$ cat config.mk
export PLATFORM = sky130hd
export DESIGN_NAME = gpu_raster_flat
export DESIGN_NICKNAME = d
export VERILOG_FILES = /design/src/rtl/gpu_raster_pkg.sv /design/src/rtl/gpu_raster_if.sv /design/src/rtl/gpu_raster_line_stepper.sv /design/src/rtl/gpu_raster.sv /design/src/flat_wrapper.sv
export SDC_FILE = /design/constraint.sdc
export NUM_CORES = 1
export LEC_CHECK = 0
export ABC_AREA = 1
export ABC_CLOCK_PERIOD_IN_PS = 5600
export CAP_MARGIN = 40
export CORE_UTILIZATION = 60
export DETAILED_ROUTE_END_ITERATION = 16
export MAX_ROUTING_LAYER = met4
export PLACE_DENSITY = 0.8
export SETUP_SLACK_MARGIN = 0.05
export SYNTH_ARGS = -nofsm -noshare
export SYNTH_HDL_FRONTEND = slang
export SYNTH_SLANG_ARGS = --single-unit
$ cat constraint.sdc
create_clock -name clk -period 5.6 [get_ports clk]
set_input_delay 0.56 -clock clk [delete_from_list [all_inputs] [get_ports clk]]
set_output_delay 0.56 -clock clk [all_outputs]
set_load 0.005 [all_outputs]
$ cat src/rtl/gpu_raster_pkg.sv
// rtl/gpu_raster_pkg.sv - shared raster command encoding, FSM states and framebuffer defaults
package common;

    typedef enum logic [1:0] {
        RASTER_CMD_FILL  = 2'd0,
        RASTER_CMD_POINT = 2'd1,
        RASTER_CMD_LINE  = 2'd2,
        RASTER_CMD_RECT  = 2'd3
    } raster_command_t;

endpackage

package gpu_common;

    localparam int FB_WIDTH_DEFAULT  = 214;
    localparam int FB_HEIGHT_DEFAULT = 160;

    typedef enum logic [2:0] {
        RS_IDLE  = 3'd0,
        RS_POINT = 3'd1,
        RS_LINE  = 3'd2,
        RS_RECT  = 3'd3,
        RS_FILL  = 3'd4
    } raster_state_t;

    function automatic logic [7:0] abs_diff(input logic [7:0] a, input logic [7:0] b);
        return (a >= b) ? (a - b) : (b - a);
    endfunction

endpackage

$ cat src/rtl/gpu_raster_if.sv
// rtl/gpu_raster_if.sv - command input and framebuffer write bundle for gpu_raster
interface gpu_raster_if;
    import common::*;

    raster_command_t gpu_command;
    logic [7:0]      gpu_x0;
    logic [7:0]      gpu_y0;
    logic [7:0]      gpu_x1;
    logic [7:0]      gpu_y1;
    logic [2:0]      gpu_colour;
    logic            gpu_execute_request;
    logic            gpu_busy;
    logic [7:0]      fb_x;
    logic [7:0]      fb_y;
    logic [2:0]      fb_colour;
    logic            fb_write_en;

    modport master (
        output gpu_command, gpu_x0, gpu_y0, gpu_x1, gpu_y1, gpu_colour, gpu_execute_request,
        input  gpu_busy, fb_x, fb_y, fb_colour, fb_write_en
    );

    modport slave (
        input  gpu_command, gpu_x0, gpu_y0, gpu_x1, gpu_y1, gpu_colour, gpu_execute_request,
        output gpu_busy, fb_x, fb_y, fb_colour, fb_write_en
    );

endinterface

$ cat src/rtl/gpu_raster_line_stepper.sv
// rtl/gpu_raster_line_stepper.sv - integer Bresenham datapath, one step per cycle
module line_stepper
    import gpu_common::*;
(
    input  logic       clk,
    input  logic       rst_n,
    input  logic       load,
    input  logic       step,
    input  logic [7:0] x0,
    input  logic [7:0] y0,
    input  logic [7:0] x1,
    input  logic [7:0] y1,
    output logic [7:0] x,
    output logic [7:0] y,
    output logic [7:0] next_x,
    output logic [7:0] next_y,
    output logic       done
);

    logic [7:0]        x_end;
    logic [7:0]        y_end;
    logic              x_neg;
    logic              y_neg;
    logic signed [10:0] dx;
    logic signed [10:0] dy;
    logic signed [10:0] err;
    logic signed [10:0] e2;
    logic signed [10:0] err_next;
    logic signed [10:0] dx_in;
    logic signed [10:0] dy_in;
    logic              step_x;
    logic              step_y;

    always_comb begin
        dx_in = $signed({3'b000, abs_diff(x0, x1)});
        dy_in = -$signed({3'b000, abs_diff(y0, y1)});
    end

    // next_x/next_y are the look-ahead pixel so the top can register it in the same edge as the step
    always_comb begin
        e2       = err <<< 1;
        step_x   = (e2 >= dy);
        step_y   = (e2 <= dx);
        err_next = err;
        next_x   = x;
        next_y   = y;
        if (step_x) begin
            err_next = err_next + dy;
            next_x   = x_neg ? (x - 8'd1) : (x + 8'd1);
        end
        if (step_y) begin
            err_next = err_next + dx;
            next_y   = y_neg ? (y - 8'd1) : (y + 8'd1);
        end
    end

    assign done = (x == x_end) && (y == y_end);

    always_ff @(posedge clk) begin
        if (!rst_n) begin
            x     <= 8'd0;
            y     <= 8'd0;
            x_end <= 8'd0;
            y_end <= 8'd0;
            x_neg <= 1'b0;
            y_neg <= 1'b0;
            dx    <= 11'sd0;
            dy    <= 11'sd0;
            err   <= 11'sd0;
        end else if (load) begin
            x     <= x0;
            y     <= y0;
            x_end <= x1;
            y_end <= y1;
            x_neg <= (x1 < x0);
            y_neg <= (y1 < y0);
            dx    <= dx_in;
            dy    <= dy_in;
            err   <= dx_in + dy_in;
        end else if (step) begin
            x     <= next_x;
            y     <= next_y;
            err   <= err_next;
        end
    end

endmodule

$ cat src/rtl/gpu_raster.sv
// rtl/gpu_raster.sv - raster command FSM expanding FILL/POINT/LINE/RECT into per-cycle pixel writes
module gpu_raster
    import common::*;
    import gpu_common::*;
#(
    parameter int FB_WIDTH  = FB_WIDTH_DEFAULT,
    parameter int FB_HEIGHT = FB_HEIGHT_DEFAULT
) (
    input  logic         clk,
    input  logic         rst_n,
    gpu_raster_if.slave  bus
);

    localparam logic [8:0] WIDTH_LIM  = 9'(FB_WIDTH);
    localparam logic [8:0] HEIGHT_LIM = 9'(FB_HEIGHT);
    localparam logic [7:0] X_LAST     = 8'(FB_WIDTH - 1);
    localparam logic [7:0] Y_LAST     = 8'(FB_HEIGHT - 1);

    raster_state_t state;
    raster_state_t state_n;

    logic [7:0] x_lo;
    logic [7:0] x_hi;
    logic [7:0] y_lo;
    logic [7:0] y_hi;
    logic [7:0] nx;
    logic [7:0] ny;
    logic       we_n;
    logic       latch;
    logic       line_load;
    logic       line_step;
    logic [7:0] line_x;
    logic [7:0] line_y;
    logic [7:0] line_nx;
    logic [7:0] line_ny;
    logic       line_done;
    logic       row_end;
    logic       last_pix;
    logic [7:0] req_xmin;
    logic [7:0] req_xmax;
    logic [7:0] req_ymin;
    logic [7:0] req_ymax;

    function automatic logic visible(input logic [7:0] px, input logic [7:0] py);
        return ({1'b0, px} < WIDTH_LIM) && ({1'b0, py} < HEIGHT_LIM);
    endfunction

    assign req_xmin = (bus.gpu_x0 < bus.gpu_x1) ? bus.gpu_x0 : bus.gpu_x1;
    assign req_xmax = (bus.gpu_x0 < bus.gpu_x1) ? bus.gpu_x1 : bus.gpu_x0;
    assign req_ymin = (bus.gpu_y0 < bus.gpu_y1) ? bus.gpu_y0 : bus.gpu_y1;
    assign req_ymax = (bus.gpu_y0 < bus.gpu_y1) ? bus.gpu_y1 : bus.gpu_y0;

    // fb_x/fb_y double as the RECT/FILL scan counters
    assign row_end  = (bus.fb_x == x_hi);
    assign last_pix = row_end && (bus.fb_y == y_hi);
    assign bus.gpu_busy = (state != RS_IDLE);

    line_stepper u_line (
        .clk    (clk),
        .rst_n  (rst_n),
        .load   (line_load),
        .step   (line_step),
        .x0     (bus.gpu_x0),
        .y0     (bus.gpu_y0),
        .x1     (bus.gpu_x1),
        .y1     (bus.gpu_y1),
        .x      (line_x),
        .y      (line_y),
        .next_x (line_nx),
        .next_y (line_ny),
        .done   (line_done)
    );

    always_ff @(posedge clk) begin
        if (!rst_n) begin
            state <= RS_IDLE;
        end else begin
            state <= state_n;
        end
    end

    always_comb begin
        state_n   = state;
        nx        = bus.fb_x;
        ny        = bus.fb_y;
        we_n      = 1'b0;
        latch     = 1'b0;
        line_load = 1'b0;
        line_step = 1'b0;
        case (state)
            RS_IDLE: begin
                if (bus.gpu_execute_request) begin
                    latch = 1'b1;
                    case (bus.gpu_command)
                        RASTER_CMD_POINT: begin
                            state_n = RS_POINT;
                            nx      = bus.gpu_x0;
                            ny      = bus.gpu_y0;
                        end
                        RASTER_CMD_LINE: begin
                            state_n   = RS_LINE;
                            line_load = 1'b1;
                            nx        = bus.gpu_x0;
                            ny        = bus.gpu_y0;
                        end
                        RASTER_CMD_RECT: begin
                            state_n = RS_RECT;
                            nx      = req_xmin;
                            ny      = req_ymin;
                        end
                        RASTER_CMD_FILL: begin
                            state_n = RS_FILL;
                            nx      = 8'd0;
                            ny      = 8'd0;
                        end
                    endcase
                    we_n = visible(nx, ny);
                end
            end
            RS_POINT: begin
                state_n = RS_IDLE;
            end
            RS_LINE: begin
                if (line_done) begin
                    state_n = RS_IDLE;
                end else begin
                    line_step = 1'b1;
                    nx        = line_nx;
                    ny        = line_ny;
                    we_n      = visible(nx, ny);
                end
            end
            RS_RECT, RS_FILL: begin
                if (last_pix) begin
                    state_n = RS_IDLE;
                end else begin
                    if (row_end) begin
                        nx = x_lo;
                        ny = bus.fb_y + 8'd1;
                    end else begin
                        nx = bus.fb_x + 8'd1;
                    end
                    we_n = visible(nx, ny);
                end
            end
            default: begin
                state_n = RS_IDLE;
            end
        endcase
    end

    always_ff @(posedge clk) begin
        if (!rst_n) begin
            bus.fb_x        <= 8'd0;
            bus.fb_y        <= 8'd0;
            bus.fb_colour   <= 3'd0;
            bus.fb_write_en <= 1'b0;
            x_lo            <= 8'd0;
            x_hi            <= 8'd0;
            y_lo            <= 8'd0;
            y_hi            <= 8'd0;
        end else begin
            bus.fb_x        <= nx;
            bus.fb_y        <= ny;
            bus.fb_write_en <= we_n;
            if (latch) begin
                bus.fb_colour <= bus.gpu_colour;
                case (bus.gpu_command)
                    RASTER_CMD_RECT: begin
                        x_lo <= req_xmin;
                        x_hi <= req_xmax;
                        y_lo <= req_ymin;
                        y_hi <= req_ymax;
                    end
                    RASTER_CMD_FILL: begin
                        x_lo <= 8'd0;
                        x_hi <= X_LAST;
                        y_lo <= 8'd0;
                        y_hi <= Y_LAST;
                    end
                    default: begin
                    end
                endcase
            end
        end
    end

    // the stepper's current pixel must always be the one on the output registers
    always @(posedge clk) begin
        if (rst_n && state == RS_LINE) begin
            assert (line_x == bus.fb_x && line_y == bus.fb_y);
        end
    end

endmodule

$ cat src/flat_wrapper.sv
// flat-port wrapper written by rule: the top's interface ports become plain ports
module gpu_raster_flat import common::*; import gpu_common::*;
#(
    parameter int FB_WIDTH  = FB_WIDTH_DEFAULT,
    parameter int FB_HEIGHT = FB_HEIGHT_DEFAULT
)
  (clk, rst_n, bus_gpu_command, bus_gpu_x0, bus_gpu_y0, bus_gpu_x1, bus_gpu_y1, bus_gpu_colour, bus_gpu_execute_request, bus_gpu_busy, bus_fb_x, bus_fb_y, bus_fb_colour, bus_fb_write_en);
  gpu_raster_if bus_i ();
  input  logic clk;
  input  logic rst_n;
  input wire logic [$bits(bus_i.gpu_command)-1:0] bus_gpu_command;
  input wire logic [$bits(bus_i.gpu_x0)-1:0] bus_gpu_x0;
  input wire logic [$bits(bus_i.gpu_y0)-1:0] bus_gpu_y0;
  input wire logic [$bits(bus_i.gpu_x1)-1:0] bus_gpu_x1;
  input wire logic [$bits(bus_i.gpu_y1)-1:0] bus_gpu_y1;
  input wire logic [$bits(bus_i.gpu_colour)-1:0] bus_gpu_colour;
  input wire logic [$bits(bus_i.gpu_execute_request)-1:0] bus_gpu_execute_request;
  output wire logic [$bits(bus_i.gpu_busy)-1:0] bus_gpu_busy;
  output wire logic [$bits(bus_i.fb_x)-1:0] bus_fb_x;
  output wire logic [$bits(bus_i.fb_y)-1:0] bus_fb_y;
  output wire logic [$bits(bus_i.fb_colour)-1:0] bus_fb_colour;
  output wire logic [$bits(bus_i.fb_write_en)-1:0] bus_fb_write_en;
  assign bus_i.gpu_command = bus_gpu_command;
  assign bus_i.gpu_x0 = bus_gpu_x0;
  assign bus_i.gpu_y0 = bus_gpu_y0;
  assign bus_i.gpu_x1 = bus_gpu_x1;
  assign bus_i.gpu_y1 = bus_gpu_y1;
  assign bus_i.gpu_colour = bus_gpu_colour;
  assign bus_i.gpu_execute_request = bus_gpu_execute_request;
  assign bus_gpu_busy = bus_i.gpu_busy;
  assign bus_fb_x = bus_i.fb_x;
  assign bus_fb_y = bus_i.fb_y;
  assign bus_fb_colour = bus_i.fb_colour;
  assign bus_fb_write_en = bus_i.fb_write_en;
  gpu_raster #(.FB_WIDTH(FB_WIDTH), .FB_HEIGHT(FB_HEIGHT)) u_core (.clk(clk), .rst_n(rst_n), .bus(bus_i));
endmodule
## Word level (Yosys, flattened, before mapping)

Cells that the tools add are included.

- Latch bits: 0
- Word-level logic and storage cells: 133
- Register bits: 111
- RAM bits: 0
- Memories: 0
- Memory bits (read-only): 0

- $lt $le $gt $ge: 14
- Multipliers: 0
- Bitwise logic cells: 0
- Div/mod/pow operators: 0
- Eq/ne operators: 15
- Shifts and indexed selects: 0
- Mux-type cells: 57
- Add/sub/neg operators: 14
- Reductions and logical operators: 16

Operators by type and width:

| operator | count |
|---|---|
| $mux 8 | 30 |
| $pmux 8 s3 | 4 |
| $lt 8x8->1 const B | 6 |
| $pmux 8 s2 | 3 |
| $mux 11 | 4 |
| $add 8x1->8 const B | 4 |
| $eq 8x8->1 | 4 |
| $lt 8x8->1 | 4 |
| $sub 8x8->8 | 4 |
| $ge 8x8->1 | 2 |
| $sub 8x1->8 const B | 2 |
| $pmux 3 s4 | 1 |
| $add 11x11->11 | 1 |
| $add 11x9->11 | 1 |
| $add 9x11->11 | 1 |
| $ge 11x11->1 | 1 |
| $le 11x9->1 | 1 |
| $neg 8->11 | 1 |
| $mux 1 | 10 |
| $mux 3 | 3 |
| $pmux 3 s3 | 1 |
| $eq 3x2->1 const B | 2 |
| $ne 2x2->1 const B | 3 |
| $reduce_bool 3->1 | 2 |
| other kinds (13) | 21 |

## Longest topological paths before layout

- Depth in word-level cells: 9
- Depth in mapped cells: 31
- Gate-level depth less buffers: 31

## Modules after synthesis

A second synthesis with hierarchy kept.

- Cells, all modules: 1588
- Area total of the unflattened synthesis: 10412.5 um^2

By module, submodules not included:

| module | sequential area each (um^2) | area an instance (um^2) | cells an instance | times used |
|---|---|---|---|---|
| line_stepper | 1261.2 | 6577.6 | 983 | 1 |
| gpu_raster | 940.9 | 3834.9 | 605 | 1 |

## Least setup slack after synthesis

OpenSTA, ideal clock, no wires.

- Kind: input to register
- Start: input port bus_gpu_y0[0]
- End: register u_core.u_line.err[9]
- Setup slack: 1.738 ns
- Setup time: 0.117 ns
- Cell stages on the path: 26
- Arrival: 3.745 ns
- Path through: inv_1 -> ha_1 -> inv_1 -> fa_1 -> nand3_1 -> nand3_2 -> nand2_2 -> nand3_4 -> nand2_1 -> nand2_1 -> inv_1 -> ha_1 -> nand3_1 -> nor2_4 -> nand2_1 -> xor2_1 -> ha_1 -> inv_1 -> o311ai_0 -> nand2_1 -> nand2_1 -> nand2_2 -> nand3_1 -> nand3_1 -> nor2_1 -> nor2_1

- Longest elaborated chain between the ends: 5
- Elaborated cells on any way between the ends: 7
- Classes of those cells: 4 x add/sub; 1 x order compare; 2 x mux

Ends and longest elaborated chain:

| what | line | source |
|---|---|---|
| from (decl) | flat_wrapper.sv:13 | `input wire logic [$bits(bus_i.gpu_y0)-1:0] bus_gpu_y0;` |
| $sub 8x8->8 or $ge 8x8->1 (tied branches) | gpu_raster_pkg.sv:27 | `return (a >= b) ? (a - b) : (b - a);` |
| $mux 8 * | gpu_raster_pkg.sv:27 |  |
| $neg 8->11 * | gpu_raster_line_stepper.sv:36 | `dy_in = -$signed({3'b000, abs_diff(y0, y1)});` |
| net u_core.u_line.dy_in[6] | gpu_raster_line_stepper.sv:30 | `logic signed [10:0] dy_in;` |
| $add 9x11->11 * | gpu_raster_line_stepper.sv:79 | `err <= dx_in + dy_in;` |
| $mux 11 * | gpu_raster_line_stepper.sv:70 | `end else if (load) begin` |
| to (signal assigned) | gpu_raster_line_stepper.sv:79 |  |
| to (signal assigned) | gpu_raster_line_stepper.sv:83 | `err <= err_next;` |
| to (decl) | gpu_raster_line_stepper.sv:26 | `logic signed [10:0] err;` |

The timed path passes the listed nets; every way through them passes the cells marked *.
A chain may end at the register's enable or synchronous reset.

## Final worst setup path

- Start: input port bus_gpu_x0[0]
- End: register u_core.u_line.err[9]

- Longest elaborated chain between the ends: 4
- Elaborated cells on any way between the ends: 6
- Classes of those cells: 3 x add/sub; 1 x order compare; 2 x mux

Ends and longest elaborated chain:

| what | line | source |
|---|---|---|
| from (decl) | flat_wrapper.sv:12 | `input wire logic [$bits(bus_i.gpu_x0)-1:0] bus_gpu_x0;` |
| $sub 8x8->8 or $ge 8x8->1 (tied branches) | gpu_raster_pkg.sv:27 |  |
| $mux 8 * | gpu_raster_pkg.sv:27 |  |
| net u_core.u_line.dx_in[5] | gpu_raster_line_stepper.sv:29 | `logic signed [10:0] dx_in;` |
| $add 9x11->11 * | gpu_raster_line_stepper.sv:79 |  |
| $mux 11 * | gpu_raster_line_stepper.sv:70 |  |

Marked as above.

==> impl_metrics.prom <==
# TYPE chip_impl_metric gauge
chip_impl_metric{name="worstSkewPairLatency",unit="ps"} 370
chip_impl_info{name="reg_to_reg_critical_path_endpoint",value="u_core.u_line.err[8]"} 1
chip_impl_metric{name="number_of_antenna_violations_at_the_first_check_in_global_routing",unit=""} 0
chip_impl_metric{name="ys_async_sr_fraction",unit="%"} 0
chip_impl_metric{name="ir_worst_vdd",unit="uV"} 339
chip_impl_info{name="timing.critical_path.to_type",value="register"} 1
chip_impl_metric{name="post-cts-setup-buffer-count",unit=""} 0
chip_impl_info{name="outcome",value="completed"} 1
chip_impl_info{name="hold_path_end",value="u_core.x_lo[7]"} 1
chip_impl_metric{name="post_synthesis_to_final_layout_area_growth",unit="%"} 9.62
chip_impl_metric{name="floorplan.initialDensity",unit="%"} 61.6
chip_impl_metric{name="cts_num_sinks",unit=""} 110
chip_impl_metric{name="numPlacedInstances",unit=""} 1800
chip_impl_info{name="timing.hold.worst.class",value="register to register"} 1
chip_impl_info{name="beginning_of_the_worst_register_to_register_path",value="u_core.u_line.err[1]"} 1
chip_impl_metric{name="slew_violations",unit=""} 0
chip_impl_metric{name="yosysTopAreaCellShare",unit="%"} 21.5
chip_impl_metric{name="routedWlPerCell",unit="um"} 16.7
chip_impl_metric{name="post_synth_num_cell_types",unit=""} 55
chip_impl_metric{name="post_synthesis_cell_area",unit="sq um"} 10200
chip_impl_metric{name="yosys_register_bits",unit=""} 110
chip_impl_info{name="clk_root_buffer_cell",value="clkbuf_16"} 1
chip_impl_info{name="worst_hold_startpoint",value="u_core.x_lo[7]"} 1
chip_impl_metric{name="core.rowCount",unit=""} 47
chip_impl_metric{name="die_area",unit="sq um"} 17600
chip_impl_metric{name="layout_min_cycle_time",unit="ps"} 4450
chip_impl_metric{name="drt-total-wl",unit="um"} 30400
chip_impl_metric{name="finalSetupViolCount",unit=""} 0
chip_impl_metric{name="detail_route.iter0.violations",unit=""} 908
chip_impl_metric{name="hpwl",unit="um"} 23500
chip_impl_metric{name="period_share",unit="%"} 79.4
chip_impl_metric{name="grt_pass1_wl",unit="um"} 48500
chip_impl_metric{name="place.port_buffers",unit=""} 60
chip_impl_metric{name="overflow",unit=""} 0
chip_impl_metric{name="postSynthCellCount",unit=""} 1563
chip_impl_metric{name="drv_cap",unit=""} 0
chip_impl_metric{name="synth_edf_count",unit=""} 0
chip_impl_metric{name="post_synth.cell_area_avg",unit="sq um"} 6.54
chip_impl_info{name="synth_area_leaders",value="dfxtp_1 (22%), nand2_1 (14%), ha_1 (12%)"} 1
chip_impl_metric{name="worst_r2r_path_depth",unit=""} 22
chip_impl_metric{name="final_layout_size_suffix_gt1_share",unit="%"} 5.76
chip_impl_metric{name="synthesis.yosys.warnings",unit=""} 0
chip_impl_metric{name="worstPathMaxFanout",unit=""} 22
chip_impl_metric{name="path_clk_slew",unit="ps"} 90
chip_impl_metric{name="die_w",unit="um"} 133
chip_impl_metric{name="pin_count_of_the_biggest_net_entering_global_routing",unit=""} 66
chip_impl_metric{name="synth_seq_area_share",unit="%"} 21.5
chip_impl_metric{name="chipHeight",unit="um"} 133
chip_impl_metric{name="via_count",unit=""} 10500
chip_impl_metric{name="max-slew-margin-rel",unit="%"} 39.9
chip_impl_metric{name="drc",unit=""} 0
chip_impl_metric{name="first_global_vias",unit=""} 9342
chip_impl_metric{name="numCtsBuffers",unit=""} 9
chip_impl_info{name="worst_setup_path_startpoint",value="bus_gpu_x0[0]"} 1
chip_impl_metric{name="leakage",unit="nW"} 5.44
chip_impl_metric{name="fin_hold_ws",unit="ps"} 468
chip_impl_info{name="synth_ff_type",value="dfxtp_1"} 1
chip_impl_metric{name="vias_per_cell",unit=""} 5.77
chip_impl_metric{name="gp_congestion",unit=""} 0.976
chip_impl_metric{name="setup_total_negative_slack",unit="ps"} 0
chip_impl_metric{name="min_path_cells",unit=""} 2
chip_impl_info{name="rsz0062_at_grt",value="no"} 1
chip_impl_metric{name="cp_data_required_time",unit="ps"} 5860
chip_impl_metric{name="ios",unit=""} 61
chip_impl_metric{name="drtAntennaViolNets",unit=""} 0
chip_impl_metric{name="nets",unit=""} 1734
chip_impl_metric{name="quantity_of_hold_fixing_buffers_added_after_cts",unit=""} 0
chip_impl_metric{name="dr.pass1.iters",unit=""} 5
chip_impl_metric{name="antennaDiodeCount",unit=""} 0
chip_impl_metric{name="achievable-frequency",unit="MHz"} 225
chip_impl_info{name="clock_tree_from_tritoncts",value="done"} 1
chip_impl_metric{name="cts.htree.levels",unit=""} 3
chip_impl_metric{name="worst-endpoint-arrival",unit="ps"} 4710
chip_impl_info{name="path_class",value="input port to register"} 1
chip_impl_metric{name="layoutNonFillerInstCount",unit=""} 1816
chip_impl_metric{name="skew",unit="ps"} 9.84
chip_impl_metric{name="groute.usage.overall",unit="%"} 35.8
chip_impl_metric{name="final_hold_viol_count",unit=""} 0
chip_impl_metric{name="power-per-cell-area",unit="nW/um^2"} 484
chip_impl_metric{name="syn_nets",unit=""} 1706
chip_impl_metric{name="clk_path_buf_depth",unit=""} 2
chip_impl_metric{name="ctsResizeCount",unit=""} 0
chip_impl_metric{name="reg2reg_slack",unit="ps"} 1530
chip_impl_metric{name="timing_worst_slew_pin_value",unit="ps"} 898
chip_impl_info{name="setup.worst_path.start_class",value="input port"} 1
chip_impl_info{name="synth.largest_area_cell",value="dfxtp_1"} 1
chip_impl_metric{name="core_region_area",unit="sq um"} 16600
[worst max path at each step]
stage | depth (start not counted) | end | slack (ps)
after floorplan | 26 | u_core.u_line.err[9] | 1740
after global placement | 28 | u_core.u_line.err[9] | 920
after detailed placement | 28 | u_core.u_line.err[9] | 830
after CTS | 28 | u_core.u_line.err[9] | 1180
after global routing | 27 | u_core.u_line.err[9] | 800
final | 28 | u_core.u_line.err[9] | 1150
[metrics by stage]
step	cell area [sq um]	total power (W)	worst slack (ps)	utilization [%]
after floorplan	10200	0.00371	1740	-
after global placement	10900	0.00459	916	65.5
after detailed placement	10900	0.00464	830	65.7
after CTS	11200	0.00536	1180	67.6
after global routing	11200	0.00586	797	67.6
final	11200	0.00543	1150	67.6
[cells in the mapped netlist (11+ instances only)]
cell      number
nand2_1      384
inv_1        210
a21oi_1      135
o21ai_0      119
dfxtp_1      110
ha_1          94
nand3_1       93
nor2_1        88
xor2_1        51
xnor2_1       27
nand4_1       26
a31oi_1       24
clkbuf_1      24
buf_2         16
nand2_2       15
o211ai_1      12
o221ai_1      11
[final cells by class]
| cell class | count | area (sq um) |
|---|---|---|
| Tap cell | 220 | 275 |
| Multi-Input combinational cell | 1179 | 6900 |
| Clock buffer | 9 | 225 |
| Clock inverter | 7 | 86.3 |
| Sequential cell | 110 | 2200 |
| Timing Repair Buffer | 69 | 676 |
| Inverter | 222 | 838 |
| Fill cell | 1560 | 5380 |
[layer usage]
layer	vias up	share of wire [%]	GRT usage [%]
met4	0	2.2	11.3
met5	-	0	-
met1	4851	47	49.0
met3	39	6.8	3.68
met2	395	44	55.1
li1	5202	-	-
[worst max-delay path, cell delays in order]
cell	delay [ps]
clkdlybuf4s50_1	510
inv_1	150
ha_1	180
inv_1	50
fa_1	380
inv_1	110
o21ai_2	80
nand2_2	180
nand2_4	180
inv_4	140
nand2_4	90
nand2_1	60
nand2_1	70
nand2_1	60
o211ai_1	90
or2_1	210
nand2_1	100
inv_1	60
ha_1	300
inv_1	70
o311ai_0	520
nand2_1	90
nand2_1	90
nand2_2	60
nand3_1	60
nand3_1	70
nor2_1	100
nor2_1	40
[cell usage in the layout, fill, tap and decap left out, drive strengths merged, types with 2 or more instances in the layout]
master,Yosys,routed
a221o,2,2
nand3b,5,5
inv,222,227
o21a,3,3
o211ai,12,12
nand3,100,100
fa,9,9
a211oi,8,8
a21oi,139,139
a31oi,24,24
and2,2,2
buf,28,10
dfxtp,110,110
nand2,404,404
o22ai,3,3
o21bai,2,2
a22oi,2,2
nor2,96,96
nand4,27,27
ha,94,94
a221oi,4,4
xor2,51,51
a21o,2,2
o221ai,11,11
or2,8,8
nor3,12,12
o21ai,127,127
xnor2,27,27
clkdlybuf4s50,0,59
clkbuf,24,9
[registers in the layout (all words and copies together), names as in the netlist]
register,count
u_core.u_line.dy,11
u_core.u_line.err,10
u_core.bus.fb_x,8
u_core.bus.fb_y,8
u_core.u_line.dx,8
u_core.u_line.x,8
u_core.u_line.x_end,8
u_core.u_line.y,8
u_core.u_line.y_end,8
u_core.x_hi,8
u_core.x_lo,8
u_core.y_hi,8
u_core.bus.fb_colour,3
u_core.state,3
u_core.bus.fb_write_en,1
u_core.u_line.x_neg,1
u_core.u_line.y_neg,1
[where the power goes]
part | internal [W] | switching, W
sequential | 0.000953 | 0.000264
combinational | 0.00120 | 0.00230
clock | 0.000360 | 0.000348
[cells by family after synthesis]
kind of cell	Yosys count	share of synthesized area [%]
muxes	1	0.110
AOI/OAI and AO/OA	342	19.0
adders and majority gates	103	13.3
and+or+nand+nor	655	28.4
DFF	110	21.5
buffers and inverters	274	10.9
xor gates and xnor gates	78	6.68
No activity file was read; power rests on OpenSTA's default activity.
